--- src/rtl/mem_arbiter_pkg.sv ---
// Shared memory-interface types for the instruction/data memory arbiter.
// Encodings follow the core's existing Bundle memory function and mask types.
package mem_arbiter_pkg;

    localparam int unsigned FCN_W = 1;
    localparam int unsigned TYP_W = 3;

    typedef enum logic [FCN_W-1:0] {
        M_XRD = 1'b0,
        M_XWR = 1'b1
    } MemoryWriteSignal;

    typedef enum logic [TYP_W-1:0] {
        MT_X  = 3'd0,
        MT_B  = 3'd1,
        MT_H  = 3'd2,
        MT_W  = 3'd3,
        MT_D  = 3'd4,
        MT_BU = 3'd5,
        MT_HU = 3'd6,
        MT_WU = 3'd7
    } MemoryMaskType;

    typedef enum logic [1:0] {
        StIdle = 2'd0,
        StReq  = 2'd1,
        StResp = 2'd2
    } ArbState;

    typedef enum logic {
        SelI = 1'b0,
        SelD = 1'b1
    } ArbSel;

endpackage

--- src/rtl/mem_arbiter.sv ---
// Arbitrates the fetch and data ports onto one single-ported memory, one transaction
// at a time, holding each completed response until the pipeline advances.
module mem_arbiter
    import mem_arbiter_pkg::*;
#(
    parameter int unsigned ADDR_W = 32,
    parameter int unsigned DATA_W = 32
) (
    input  logic              clk,
    input  logic              rst,
    input  logic              imem_req_valid,
    input  logic [ADDR_W-1:0] imem_addr,
    output logic              imem_resp_valid,
    output logic [DATA_W-1:0] imem_resp_data,
    input  logic              dmem_req_valid,
    input  logic [ADDR_W-1:0] dmem_addr,
    input  logic [DATA_W-1:0] dmem_wdata,
    input  logic [FCN_W-1:0]  dmem_fcn,
    input  logic [TYP_W-1:0]  dmem_typ,
    output logic              dmem_resp_valid,
    output logic [DATA_W-1:0] dmem_resp_data,
    output logic              mem_req_valid,
    input  logic              mem_req_ready,
    output logic [ADDR_W-1:0] mem_addr,
    output logic [DATA_W-1:0] mem_wdata,
    output logic [FCN_W-1:0]  mem_fcn,
    output logic [TYP_W-1:0]  mem_typ,
    input  logic              mem_resp_valid,
    input  logic [DATA_W-1:0] mem_resp_data,
    output logic              cmiss_stall
);

    ArbState state_q, state_d;
    ArbSel   sel_q, sel_d;
    logic    i_done_q, i_done_d;
    logic    d_done_q, d_done_d;
    logic [DATA_W-1:0] i_data_q, i_data_d;
    logic [DATA_W-1:0] d_data_q, d_data_d;
    logic              req_valid_q, req_valid_d;
    logic [ADDR_W-1:0] addr_q, addr_d;
    logic [DATA_W-1:0] wdata_q, wdata_d;
    logic [FCN_W-1:0]  fcn_q, fcn_d;
    logic [TYP_W-1:0]  typ_q, typ_d;

    logic i_pend, d_pend;

    assign i_pend      = imem_req_valid && !i_done_q;
    assign d_pend      = dmem_req_valid && !d_done_q;
    assign cmiss_stall = i_pend || d_pend;

    always_comb begin
        state_d     = state_q;
        sel_d       = sel_q;
        i_done_d    = i_done_q;
        d_done_d    = d_done_q;
        i_data_d    = i_data_q;
        d_data_d    = d_data_q;
        req_valid_d = req_valid_q;
        addr_d      = addr_q;
        wdata_d     = wdata_q;
        fcn_d       = fcn_q;
        typ_d       = typ_q;

        case (state_q)
            StIdle: begin
                // Data first: it belongs to the older instruction in the pipeline.
                if (d_pend) begin
                    sel_d       = SelD;
                    addr_d      = dmem_addr;
                    wdata_d     = dmem_wdata;
                    fcn_d       = dmem_fcn;
                    typ_d       = dmem_typ;
                    req_valid_d = 1'b1;
                    state_d     = StReq;
                end else if (i_pend) begin
                    sel_d       = SelI;
                    addr_d      = imem_addr;
                    fcn_d       = M_XRD;
                    typ_d       = MT_W;
                    req_valid_d = 1'b1;
                    state_d     = StReq;
                end
            end
            StReq: begin
                if (mem_req_ready) begin
                    req_valid_d = 1'b0;
                    state_d     = StResp;
                end
            end
            StResp: begin
                if (mem_resp_valid) begin
                    state_d = StIdle;
                    // A port whose request dropped was killed; its response is discarded.
                    if (sel_q == SelI && imem_req_valid) begin
                        i_done_d = 1'b1;
                        i_data_d = mem_resp_data;
                    end else if (sel_q == SelD && dmem_req_valid) begin
                        d_done_d = 1'b1;
                        d_data_d = mem_resp_data;
                    end
                end
            end
            default: begin
                state_d     = StIdle;
                req_valid_d = 1'b0;
            end
        endcase

        if (!cmiss_stall) begin
            i_done_d = 1'b0;
            d_done_d = 1'b0;
        end
    end

    always_ff @(posedge clk or posedge rst) begin
        if (rst) begin
            state_q     <= StIdle;
            sel_q       <= SelI;
            i_done_q    <= 1'b0;
            d_done_q    <= 1'b0;
            i_data_q    <= '0;
            d_data_q    <= '0;
            req_valid_q <= 1'b0;
            addr_q      <= '0;
            wdata_q     <= '0;
            fcn_q       <= '0;
            typ_q       <= '0;
        end else begin
            state_q     <= state_d;
            sel_q       <= sel_d;
            i_done_q    <= i_done_d;
            d_done_q    <= d_done_d;
            i_data_q    <= i_data_d;
            d_data_q    <= d_data_d;
            req_valid_q <= req_valid_d;
            addr_q      <= addr_d;
            wdata_q     <= wdata_d;
            fcn_q       <= fcn_d;
            typ_q       <= typ_d;
        end
    end

    assign imem_resp_valid = i_done_q;
    assign imem_resp_data  = i_data_q;
    assign dmem_resp_valid = d_done_q;
    assign dmem_resp_data  = d_data_q;
    assign mem_req_valid   = req_valid_q;
    assign mem_addr        = addr_q;
    assign mem_wdata       = wdata_q;
    assign mem_fcn         = fcn_q;
    assign mem_typ         = typ_q;

endmodule

--- config.mk ---
export PLATFORM = sky130hd
export DESIGN_NAME = mem_arbiter
export DESIGN_NICKNAME = d
export VERILOG_FILES = /design/src/rtl/mem_arbiter_pkg.sv /design/src/rtl/mem_arbiter.sv
export SDC_FILE = /design/constraint.sdc
export NUM_CORES = 1
export LEC_CHECK = 0
export ABC_CLOCK_PERIOD_IN_PS = 5600
export BUFFER_PORTS_ARGS = -buffer_cell sky130_fd_sc_hd__buf_2
export CELL_PAD_IN_SITES_DETAIL_PLACEMENT = 0
export CELL_PAD_IN_SITES_GLOBAL_PLACEMENT = 1
export CORE_ASPECT_RATIO = 0.8
export CORE_MARGIN = 2
export CORE_UTILIZATION = 30
export DETAILED_ROUTE_END_ITERATION = 10
export PLACE_DENSITY = 0.66
export SLEW_MARGIN = 40
export SYNTH_ARGS = -nofsm -noshare
export SYNTH_HDL_FRONTEND = slang
export SYNTH_SLANG_ARGS = --single-unit
--- constraint.sdc ---
create_clock -name clk -period 5.6 [get_ports clk]
set_input_delay 1.12 -clock clk [delete_from_list [all_inputs] [get_ports clk]]
set_output_delay 1.12 -clock clk [all_outputs]
set_load 0.02 [all_outputs]
; Yosys cells after proc, flatten, opt, wreduce, memory -nomap -nowiden
; Cells that the tools add are included.
[op_classes]
n_eq_ne = 10
bitwise = 3
mux = 25
n_reduce_logical = 17
[op_table]
columns = operator, n
row1 = two-way mux 32 bit, 2
row2 = two-way mux 1 bit, 15
row3 = AND reduction 3 bit, 4
row4 = two-way mux 2 bit, 4
row5 = "inequality test 2 bit, second input constant", 4
row6 = AND reduction 4 bit, 2
row7 = two-way mux 3 bit, 2
row8 = "inequality test 2 x 1 -> 1 bit, second input constant", 3
row9 = case mux 2 bit (3 select lines), 1
row10 = logical AND 1 bit, 4
row11 = AND reduction 2 bit, 2
row12 = "inequality test 3 bit, second input constant", 1
row13 = inverter 1 bit, 3
row14 = case mux 1 bit (3 select lines), 1
row15 = "equality test 2 x 1 -> 1 bit, second input constant", 1
row16 = "equality test 2 bit, second input constant", 1
row17 = zero test 1 bit, 2
row18 = zero test 2 bit, 1
row19 = nonzero test 2 bit, 1
row20 = logical OR 1 bit, 1
[word_totals]
elab_cells = 66
output_inout_bits = 136
in_bits = 138
regBits = 138

; Depth between registers and ports, before layout
; Gate-level depths: netlist of the first run.
[logic_depth]
depth_word = 6
depth_mapped = 6
depth_no_buf = 3

; Worst setup path before layout of the first run
; No wires, ideal clock.
[synth_timing]
path_kind = input to output
from = input port dmem_req_valid
to = output port cmiss_stall
arrival_time_ps = 1712
stages = 4
n_path_buf = 2
required_ps = 4480
slack_ps = 2768
path_cell_list = nand2b_1 > buf_6 > buf_2 > nand2_1
[synth_via]
elab_chain_len = 2
[synth_lines]
columns = element, line
row1 = start: declaration, mem_arbiter.sv:15  ; input logic dmem_req_valid,
row2 = logical AND 1 bit, mem_arbiter.sv:48  ; assign d_pend = dmem_req_valid && !d_done_q;
row3 = logical OR 1 bit, mem_arbiter.sv:49  ; assign cmiss_stall = i_pend || d_pend;
row4 = end: declaration, mem_arbiter.sv:30  ; output logic cmiss_stall
; Every way passes these cells.

; Worst setup path in the final report of the first run
; Same ends and word-level chain as after synthesis.

==> results of run 1 <==
==> layout by cell type (no fill, tap or decap) <==
cell type	netlist	routed
sky130_fd_sc_hd__bufinv_16	0	4
sky130_fd_sc_hd__buf_4	6	5
sky130_fd_sc_hd__nand2_1	2	2
sky130_fd_sc_hd__a21o_1	2	2
sky130_fd_sc_hd__inv_1	4	3
sky130_fd_sc_hd__inv_8	0	3
sky130_fd_sc_hd__clkinv_4	0	2
sky130_fd_sc_hd__mux2_1	2	2
sky130_fd_sc_hd__nand2b_1	3	2
sky130_fd_sc_hd__a211oi_4	1	1
sky130_fd_sc_hd__nor4b_4	1	1
sky130_fd_sc_hd__o2bb2ai_1	2	2
sky130_fd_sc_hd__mux2_2	158	158
sky130_fd_sc_hd__dfrtp_1	138	138
sky130_fd_sc_hd__o21ai_0	3	3
sky130_fd_sc_hd__or3_1	1	1
sky130_fd_sc_hd__o22a_1	2	2
sky130_fd_sc_hd__nand2b_4	0	1
sky130_fd_sc_hd__nand2_4	1	1
sky130_fd_sc_hd__inv_6	0	4
sky130_fd_sc_hd__o21a_1	2	2
sky130_fd_sc_hd__nor2_1	1	1
sky130_fd_sc_hd__diode_2	0	1
sky130_fd_sc_hd__nand3b_1	1	1
sky130_fd_sc_hd__clkbuf_16	0	17
sky130_fd_sc_hd__nor3_4	2	2
sky130_fd_sc_hd__clkinvlp_4	0	2
sky130_fd_sc_hd__buf_2	6	273
sky130_fd_sc_hd__clkbuf_1	0	1
==> metrics by stage <==
| stage | power (W) | utilization, % | hold WS, ns |
|---|---|---|---|
| floorplan | 0.00298 | - | 0.561 |
| global placement | 0.00359 | 39.4 | 0.464 |
| detailed placement | 0.00364 | 39.4 | 0.471 |
| CTS | 0.00488 | 42.9 | 0.490 |
| global route | 0.00508 | 43.0 | 0.507 |
| finish | 0.00479 | 43.0 | 0.481 |
==> worst min-delay path by stage <==
stage	startpoint	to	slack, ns	cells after the start
global placement	mem_wdata[12]$_DFFE_PP0P_	mem_wdata[12]$_DFFE_PP0P_	0.46	1
detailed placement	mem_wdata[12]$_DFFE_PP0P_	mem_wdata[12]$_DFFE_PP0P_	0.47	1
finish	mem_req_valid$_DFFE_PP0P_	mem_req_valid$_DFFE_PP0P_	0.48	1
floorplan	sel_q$_DFFE_PP0P_	sel_q$_DFFE_PP0P_	0.56	2
global route	mem_typ[1]$_DFFE_PP0P_	mem_typ[1]$_DFFE_PP0P_	0.51	1
CTS	mem_req_valid$_DFFE_PP0P_	mem_req_valid$_DFFE_PP0P_	0.49	1
==> flip-flops by register name, indices dropped and copies added (netlist names) <==
name	count
dmem_resp_data	32
dmem_resp_valid	1
imem_resp_data	32
imem_resp_valid	1
mem_addr	32
mem_fcn	1
mem_req_valid	1
mem_typ	3
mem_wdata	32
sel_q	1
state_q	2
==> final cells by class <==
class / count / area (sq um) / area share, %
multi-input combinational: 184 / 2020 / 25.7
clock inverter: 14 / 210 / 2.67
antenna: 1 / 2.50 / 0.0318
clock buffer: 18 / 429 / 5.46
timing repair buffer: 278 / 1400 / 17.9
inverter: 4 / 22.5 / 0.287
sequential: 138 / 3450 / 43.9
tap: 253 / 317 / 4.03
==> power breakdown <==
group,internal (W),total (W),switching [W]
combinational,0.000816,0.00188,0.00106
clock,0.000759,0.00121,0.000456
sequential,0.00145,0.00170,0.000247
total,0.00303,0.00479,0.00177
==> metal layers <==
layer	vias up	GRT usage [%]	wire length (um)
li1	1791	-	-
met1	1916	17.1	5710
met2	158	23.6	6570
met3	20	4.78	1100
met4	0	5.78	278
met5	-	0	0
==> kinds of logic (layout without fill, tap and decap cells) <==
family	after synthesis	after routing	synth area share [%]
other	0	1	0
muxes	160	160	32.0
DFF	138	138	61.3
AOI/OAI and AO/OA	12	12	1.78
and+or+nand+nor	12	12	1.98
buffers and inverters	23	314	3.00
==> impl_metrics.ini, run 1 <==
[synth]
netlist_top_cells_count = 158 x sky130_fd_sc_hd__mux2_2, 138 x sky130_fd_sc_hd__dfrtp_1, 7 x sky130_fd_sc_hd__buf_6
synth_ff_type = sky130_fd_sc_hd__dfrtp_1
synth.yosys.seq_area_share_pct = 61.3
synthDistinctLibCells = 21
synth.top_cell.area_share_pct = 61.3
synth_enable_flop_cells = 0
biggest_area_consumer_among_synthesized_cells = sky130_fd_sc_hd__dfrtp_1
synth.yosys.warnings = 0
synth_seq_cells = 138
yosys-top-cells-area = sky130_fd_sc_hd__dfrtp_1 61%, sky130_fd_sc_hd__mux2_2 32%, sky130_fd_sc_hd__buf_6 1.4%
cell_count_after_synthesis = 345
syn_nets = 483
most_frequently_used_cell_type_in_the_post_synthesis_netlist = sky130_fd_sc_hd__mux2_2
netlist_area_sq_um = 5640
synthesis.area_per_instance_sq_um = 16.3
synth_async_sr_flop_share_pct = 100

[worst_setup_path]
start_kind = primary input
critPathCapture = cmiss_stall
path_length_in_cells_of_the_critical_path = 4
reg2reg_depth = 4
regToRegStartpoint = state_q[1]$_DFFE_PP0P_
buffer_and_inverter_count_on_the_worst_path = 2
crit_path_leading_delay_family = simple AND/OR/NAND/NOR gates
cp_common_cell = sky130_fd_sc_hd__buf_2
critical_path.cell_chain = buf_2 -> nand2b_4 -> nand2_1 -> buf_2
reg2reg_setup_slack_ns = 3.43
crit_slowest_cell = sky130_fd_sc_hd__nand2b_4
crit_path_start = dmem_req_valid
timing_worst_setup_path_type = in -> out
worst-endpoint-required_ns = 4.48
timing.critical_path.to_type = output pin
worstPathMaxFanout = 36
timing.critical_path.arrival_ns = 2.05
worst_path_largest_cell_delay_ns = 0.39
critical_path.reg2reg.endpoint = dmem_resp_data[17]$_DFFE_PP0P_

[floorplan]
die_w_um = 157
placeable_core_area_sq_um = 18300
initial_utilization_pct = 30.8
die_height_um = 127
area_of_the_die_sq_um = 19900
ioPinCount = 274
rows = 44

[timing]
timing.setup.tns_ns = 0
layout_setup_ws_ns = 2.43
final-setup-viol-count = 0
slew_viol_final = 0
timing.final.crit_period_ns = 3.17
fmax_ghz = 0.315
rsz0062_at_grt = false
timing_worst_slew_pin_value_ns = 0.640
slew_headroom_pct = 57.4
fin_skew_ns = 0.00768
final.period_utilization_pct = 56.6
final_hold_viol_count = 0

[finish]
share_of_cells_above_drive_strength_1_pct = 74.5
final_design_area_no_fill_sq_um = 7860
design.final.nets = 761
post_layout_nonfiller_instances = 890
area_growth_syn_to_layout_pct = 39.5
layout.filler_cells = 1725

[routing]
detail_route.first_pass.iterations = 4
drc = 0
antenna_violating_nets_post_route = 0
routed-via-count = 3885
routed_wire_length_per_instance_um = 15.4
vias_per_cell = 4.37
postRouteWirelength_um = 13700
first_iter_violations = 124

[power_and_ir_drop]
power.density_nw_per_um2 = 610
static-leakage-power_nw = 3.89
irDropWorstVdd_mv = 0.252

[clocking]
ctsResizeCount = 0
root_buffer = sky130_fd_sc_hd__clkbuf_16
clk_pin_slew_worst_paths_ns = 0.05
cts_hold_repair.buffers = 0
clock_sink_count = 138
h-tree-depth = 4
max-clock-path-buffers = 2
clock_insertion_delay_worst_skew_ns = 0.42
postCtsSetupRepairBufs = 0
cts_tree = done
cts_buffers = 17

[global_route]
grt.overflow.total = 0
grtUsageTotal_pct = 14.2
grt_max_degree = 89
first_global_vias = 4285
grt_first_pass_wirelength_um = 22000
antenna_violations_before_repair = 1

[outcome]
run_status = finished, final reports clean

[worst_hold_path]
worstHoldPathType = reg -> reg

[placement]
io_buffer_count = 273
cell_count_post_placement = 857
detailed_place_hpwl_um = 10000
gp_congestion = 0.737
postPlaceCellArea_sq_um = 7210
dp_slack_ns = 2.07

[flow_run]
cap_viol_max_count = 0
No activity file was read; power rests on OpenSTA's default activity.
==> inputs of run 2 (changes only) <==
Settings changed: ABC_CLOCK_PERIOD_IN_PS 5600 to 2730, PLACE_DENSITY 0.66 to 0.69.
Clock period 5.6 ns to 2.73 ns, I/O delays scaled along.
==> impl_metrics.ini, run 2 (synthesis gave the netlist of run 1 again) <==
[power_and_ir_drop]
seq_power_share_pct = 35.9
static-leakage-power_nw = 3.90
power.density_nw_per_um2 = 1230
internal-power_w = 0.00616
totalPowerFinal_w = 0.00971
irDropWorstVdd_mv = 0.568
clockPowerShare_pct = 24.4
power_switching_share_pct = 36.5
combPwrFrac_pct = 39.7
net-switching-power_w = 0.00354

[worst_setup_path]
critical_path.cell_chain = nand2b_2 -> nand2_1 -> buf_2
crit_slowest_cell = sky130_fd_sc_hd__nand2b_2
timing.critical_path.to_type = output pin
worst_path_largest_cell_delay_ns = 0.46
worstPathMaxFanout = 20
timing_worst_setup_path_type = reg -> out
start_kind = flop
timing.critical_path.arrival_ns = 1.71
worst-endpoint-required_ns = 2.18

[finish]
mostFrequentLayoutCells = 273 x sky130_fd_sc_hd__buf_2, 158 x sky130_fd_sc_hd__mux2_2, 138 x sky130_fd_sc_hd__dfrtp_1, 17 x sky130_fd_sc_hd__clkbuf_16, 7 x sky130_fd_sc_hd__buf_4
design.final.nets = 764
layout.filler_cells = 1738
fin_util_pct = 43.0
area_growth_syn_to_layout_pct = 39.6
most_common_library_cell_in_the_layout_ignoring_fill_and_taps = sky130_fd_sc_hd__buf_2
final_design_area_no_fill_sq_um = 7870
share_of_cells_above_drive_strength_1_pct = 74.8

[floorplan]
die_height_um = 127
die_w_um = 157
initial_utilization_pct = 30.8
rows = 44
ioPinCount = 274
placeable_core_area_sq_um = 18300
area_of_the_die_sq_um = 19900

[placement]
gp_congestion = 0.706
postPlaceCellArea_sq_um = 7240
dp_slack_ns = 0.503
io_buffer_count = 273
detailed_place_hpwl_um = 9870

[clocking]
root_buffer = sky130_fd_sc_hd__clkbuf_16
ctsResizeCount = 0
postCtsSetupRepairBufs = 0
cts_hold_repair.buffers = 0
h-tree-depth = 4
cts_tree = done
clock_insertion_delay_worst_skew_ns = 0.40
cts_buffers = 17
clock_sink_count = 138
clk_pin_slew_worst_paths_ns = 0.06
max-clock-path-buffers = 2

[timing]
fin_skew_ns = 0.00607
timing.setup.tns_ns = 0
slew_headroom_pct = 57.2
timing.final.crit_period_ns = 2.25
final-setup-viol-count = 0
layout_setup_ws_ns = 0.478
timing_worst_slew_pin_value_ns = 0.642
final_hold_viol_count = 0
fmax_ghz = 0.444
slew_viol_final = 0
final.period_utilization_pct = 82.5
rsz0062_at_grt = false

[routing]
antenna_violating_nets_post_route = 0
routed-via-count = 3863
drc = 0
detail_route.first_pass.iterations = 4
first_iter_violations = 102
postRouteWirelength_um = 13400
vias_per_cell = 4.33
routed_wire_length_per_instance_um = 15.0

[flow_run]
cap_viol_max_count = 0

[global_route]
grt.overflow.total = 0
grt_max_degree = 88
antenna_violations_before_repair = 1
grt_first_pass_wirelength_um = 21100
first_global_vias = 4116
grtUsageTotal_pct = 13.6

[worst_hold_path]
worstHoldPathType = in -> async

[outcome]
run_status = finished, final reports clean
run 2: cell types whose count changed in the layout (fill, tap and decap cells not counted), sizes merged:
cell	delta
clkbuf	+1
inv	-4
bufinv	-1
clkinvlp	+2
clkinv	+2
buf	+3
run 2: metrics by stage:
step	hold WS [ns]	std cells
floorplan	0.561	345
global placement	0.465	860
detailed placement	0.475	860
CTS	0.275	892
global route	0.296	893
finish	0.263	893
run 2: routing by layer:
metal	up-vias	wire length, um	track usage (%)
met1	1880	5490	15.8
li1	1805	-	-
met5	-	0	0
met3	12	1190	5.06
met4	0	184	5.35
met2	166	6490	22.9
run 2: final cells by class:
| class | instances | area, sq um | share of cell area [%] |
|---|---|---|---|
| Timing Repair Buffer | 281 | 1440 | 18.3 |
| Clock inverter | 13 | 166 | 2.12 |
| Antenna cell | 1 | 2.50 | 0.0318 |
| Inverter | 4 | 18.8 | 0.239 |
| Multi-Input combinational cell | 184 | 2020 | 25.6 |
| Clock buffer | 19 | 453 | 5.76 |
| Sequential cell | 138 | 3450 | 43.9 |
| Tap cell | 253 | 317 | 4.02 |
run 2: worst max-delay path, delay by kind of cell, from the launching register on:
kind | cells | cell delay, ns
AND/OR/NAND/NOR | 2 | 0.71
buffers and inverters | 1 | 0.21
flip-flops | 1 | 0.38
run 2: power by group through the flow:
stage	sequential [W]	clock, W	combinational, W
after detailed placement	0.00351	0	0.00393
after floorplan	0.00459	0	0.00152
after global placement	0.00348	0	0.00386
final	0.00348	0.00237	0.00386
after global routing	0.00362	0.00256	0.00412
after CTS	0.00350	0.00246	0.00393
run 2: worst paths after layout:
kind                                                  start  slack, ns                              to  cells after the start
worst max-delay path            dmem_resp_valid$_DFFE_PP0P_       0.48                     cmiss_stall                      3
worst min-delay path                                    rst       0.26  imem_resp_data[23]$_DFFE_PP0P_                      3
worst max register to register  dmem_resp_valid$_DFFE_PP0P_       0.70        mem_addr[11]$_DFFE_PP0P_                      4
worst min register to register    mem_req_valid$_DFFE_PP0P_       0.48       mem_req_valid$_DFFE_PP0P_                      1
max in group asynchronous                               rst       1.91       mem_req_valid$_DFFE_PP0P_                      3
min in group clk                                dmem_typ[2]       0.37          mem_typ[2]$_DFFE_PP0P_                      2
==> inputs of run 3 (changes only) <==
Settings changed: ABC_AREA from default to 1, ABC_CLOCK_PERIOD_IN_PS 2730 to 1870, PLACE_DENSITY 0.69 to 0.75.
Clock period 2.73 ns to 1.87 ns, I/O delays scaled along.
==> impl_metrics.ini, run 3 <==
[finish]
design.final.nets = 1113
fin_util_pct = 42.8
most_common_library_cell_in_the_layout_ignoring_fill_and_taps = sky130_fd_sc_hd__nand2_1
post_layout_nonfiller_instances = 1245
area_growth_syn_to_layout_pct = 39.4
final_design_area_no_fill_sq_um = 8150
multiInputGateArea_sq_um = 2130
antenna_cell_count = 0
layout.filler_cells = 1981
share_of_cells_above_drive_strength_1_pct = 34.0
register_area_sq_um = 3450
mostFrequentLayoutCells = 392 x sky130_fd_sc_hd__nand2_1, 272 x sky130_fd_sc_hd__buf_2, 138 x sky130_fd_sc_hd__dfrtp_1, 99 x sky130_fd_sc_hd__nand3_1, 17 x sky130_fd_sc_hd__clkbuf_16

[worst_setup_path]
worst-endpoint-required_ns = 1.50
start_kind = flop
crit_path_start = imem_resp_valid$_DFFE_PP0P_
worst_path_largest_cell_delay_ns = 0.39
timing_worst_setup_path_type = reg -> out
timing.critical_path.to_type = output pin
crit_slowest_cell = sky130_fd_sc_hd__dfrtp_1
worstPathMaxFanout = 17
regToRegStartpoint = state_q[0]$_DFFE_PP0P_
critical_path.cell_chain = inv_1 -> nand2_2 -> nand2_8 -> buf_4
timing.critical_path.arrival_ns = 1.29
reg2reg_setup_slack_ns = 0.42

[timing]
slew_viol_final = 0
final.period_utilization_pct = 88.9
timing.final.crit_period_ns = 1.66
rsz0062_at_grt = false
layout_setup_ws_ns = 0.208
fin_skew_ns = 0.0170
timing_worst_slew_pin_value_ns = 0.573
fmax_ghz = 0.602
slew_headroom_pct = 61.8
final_hold_viol_count = 0
final-setup-viol-count = 0
holdWs_ns = 0.0716

[flow_run]
cap_viol_max_count = 0

[synth]
synthesis.area_per_instance_sq_um = 8.24
post_synth_mux_area_share_pct = 0
synth_seq_cells = 138
netlist_area_sq_um = 5850
syn_nets = 847
biggest_area_consumer_among_synthesized_cells = sky130_fd_sc_hd__dfrtp_1
yosys-top-cells-area = sky130_fd_sc_hd__dfrtp_1 59%, sky130_fd_sc_hd__nand2_1 25%, sky130_fd_sc_hd__nand3_1 8.5%
most_frequently_used_cell_type_in_the_post_synthesis_netlist = sky130_fd_sc_hd__nand2_1
synth_enable_flop_cells = 0
post_synth_fa_ha_maj_area_fraction_pct = 0
synth_compound_gate_area_share_pct = 0.706
post_synth_xor_area_fraction_pct = 0
basic_gate_share_of_the_synthesized_area_counting_and_or_nand_and_nor_cells_pct = 35.6
synth_ff_type = sky130_fd_sc_hd__dfrtp_1
cell_count_after_synthesis = 709
netlist_top_cells_count = 393 x sky130_fd_sc_hd__nand2_1, 138 x sky130_fd_sc_hd__dfrtp_1, 99 x sky130_fd_sc_hd__nand3_1
synth_async_sr_flop_share_pct = 100
dominant_combinational_cell_family_by_area_after_synthesis = simple AND/OR/NAND/NOR gates
synth.yosys.seq_area_share_pct = 59.1
synth.top_cell.area_share_pct = 59.1
synthDistinctLibCells = 19
synth.yosys.warnings = 0

[routing]
routed_wire_length_per_instance_um = 14.7
drc = 0
routed-via-count = 5525
vias_per_cell = 4.44
first_iter_violations = 379
postRouteWirelength_um = 18300
antenna_violating_nets_post_route = 0
detail_route.first_pass.iterations = 4

[clocking]
h-tree-depth = 4
clk_pin_slew_worst_paths_ns = 0.06
cts_buffers = 17
max-clock-path-buffers = 2
cts_tree = done
postCtsSetupRepairBufs = 0
clock_sink_count = 138
cts_hold_repair.buffers = 0
clock_insertion_delay_worst_skew_ns = 0.42
root_buffer = sky130_fd_sc_hd__clkbuf_16

[power_and_ir_drop]
irDropWorstVdd_mv = 0.708
static-leakage-power_nw = 4.81
power.density_nw_per_um2 = 1810

[global_route]
grtUsageTotal_pct = 18.0
antenna_violations_before_repair = 0
top_usage_layer = met2
grt_first_pass_wirelength_um = 29400
first_global_vias = 5528
grt.overflow.total = 0
grtUsageMet1_pct = 23.7
grt_max_degree = 75
globalRouteMet2Util_pct = 28.2
grt_use_met3_pct = 6.90

[outcome]
run_status = finished, final reports clean

[floorplan]
area_of_the_die_sq_um = 20600
die_w_um = 160
die_height_um = 129
placeable_core_area_sq_um = 19000
rows = 45
initial_utilization_pct = 30.7
ioPinCount = 274

[worst_hold_path]
worstHoldPathType = in -> async

[placement]
dp_slack_ns = 0.379
gp_congestion = 0.782
detailed_place_hpwl_um = 12700
postPlaceCellArea_sq_um = 7510
cell_count_post_placement = 1215
io_buffer_count = 273
## run 3: cell families after synthesis
kind of cell	Yosys count
AND/OR/NAND/NOR	506
AO/OA/AOI/OAI	8
buffers and inverters	57
flip-flops	138
## run 3: where the power goes
group | internal (W) | switching (W) | total (W) | leakage [nW]
Clock | 0.00227 | 0.00133 | 0.00361 | 0.303
Sequential | 0.00438 | 0.000759 | 0.00514 | 1.75
Combinational | 0.00192 | 0.00410 | 0.00602 | 2.76
Total | 0.00857 | 0.00620 | 0.0148 | 4.81
## run 3: worst paths after layout
check	to	cells past startpoint
min in group clk	dmem_resp_data[9]$_DFFE_PP0P_	3
min	imem_resp_data[6]$_DFFE_PP0P_	3
min reg2reg	imem_resp_data[19]$_DFFE_PP0P_	2
max reg2reg	mem_wdata[11]$_DFFE_PP0P_	4
max	cmiss_stall	4
max in group asynchronous	mem_wdata[30]$_DFFE_PP0P_	3
## run 3: layer usage
layer / vias to the layer above / share of wire (%)
li1: 2743 / -
met1: 2566 / 47
met2: 207 / 44
met3: 9 / 8.7
met4: 0 / 0.70
met5: - / 0
## run 3: timing repair
item                                    CTS  global route
gates resized for setup                   1             2
endpoints found under the setup margin    1             1
cloned                                    0             0
pin swaps                                 1             0
## run 3: cell type report
cell class / instances / area share [%]
repair buffers: 289 / 19.0
clock buffers: 18 / 5.39
well taps: 258 / 3.96
clock inverters: 13 / 2.36
inverters: 15 / 0.737
multi-input cells: 514 / 26.1
flip-flops and latches: 138 / 42.4
## run 3: worst max-delay path: cells and delay by family (launching register included)
kind	cells	cell delay [ns]
buf+inv	2	0.26
flops	1	0.39
simple gates	2	0.22
## run 3: stage by stage
step / setup TNS (ns) / total power (W)
after detailed placement: 0 / 0.0113
after floorplan: -31.07 / 0.00895
after global placement: 0 / 0.0112
after global routing: 0 / 0.0158
final: 0 / 0.0148
after CTS: 0 / 0.0150
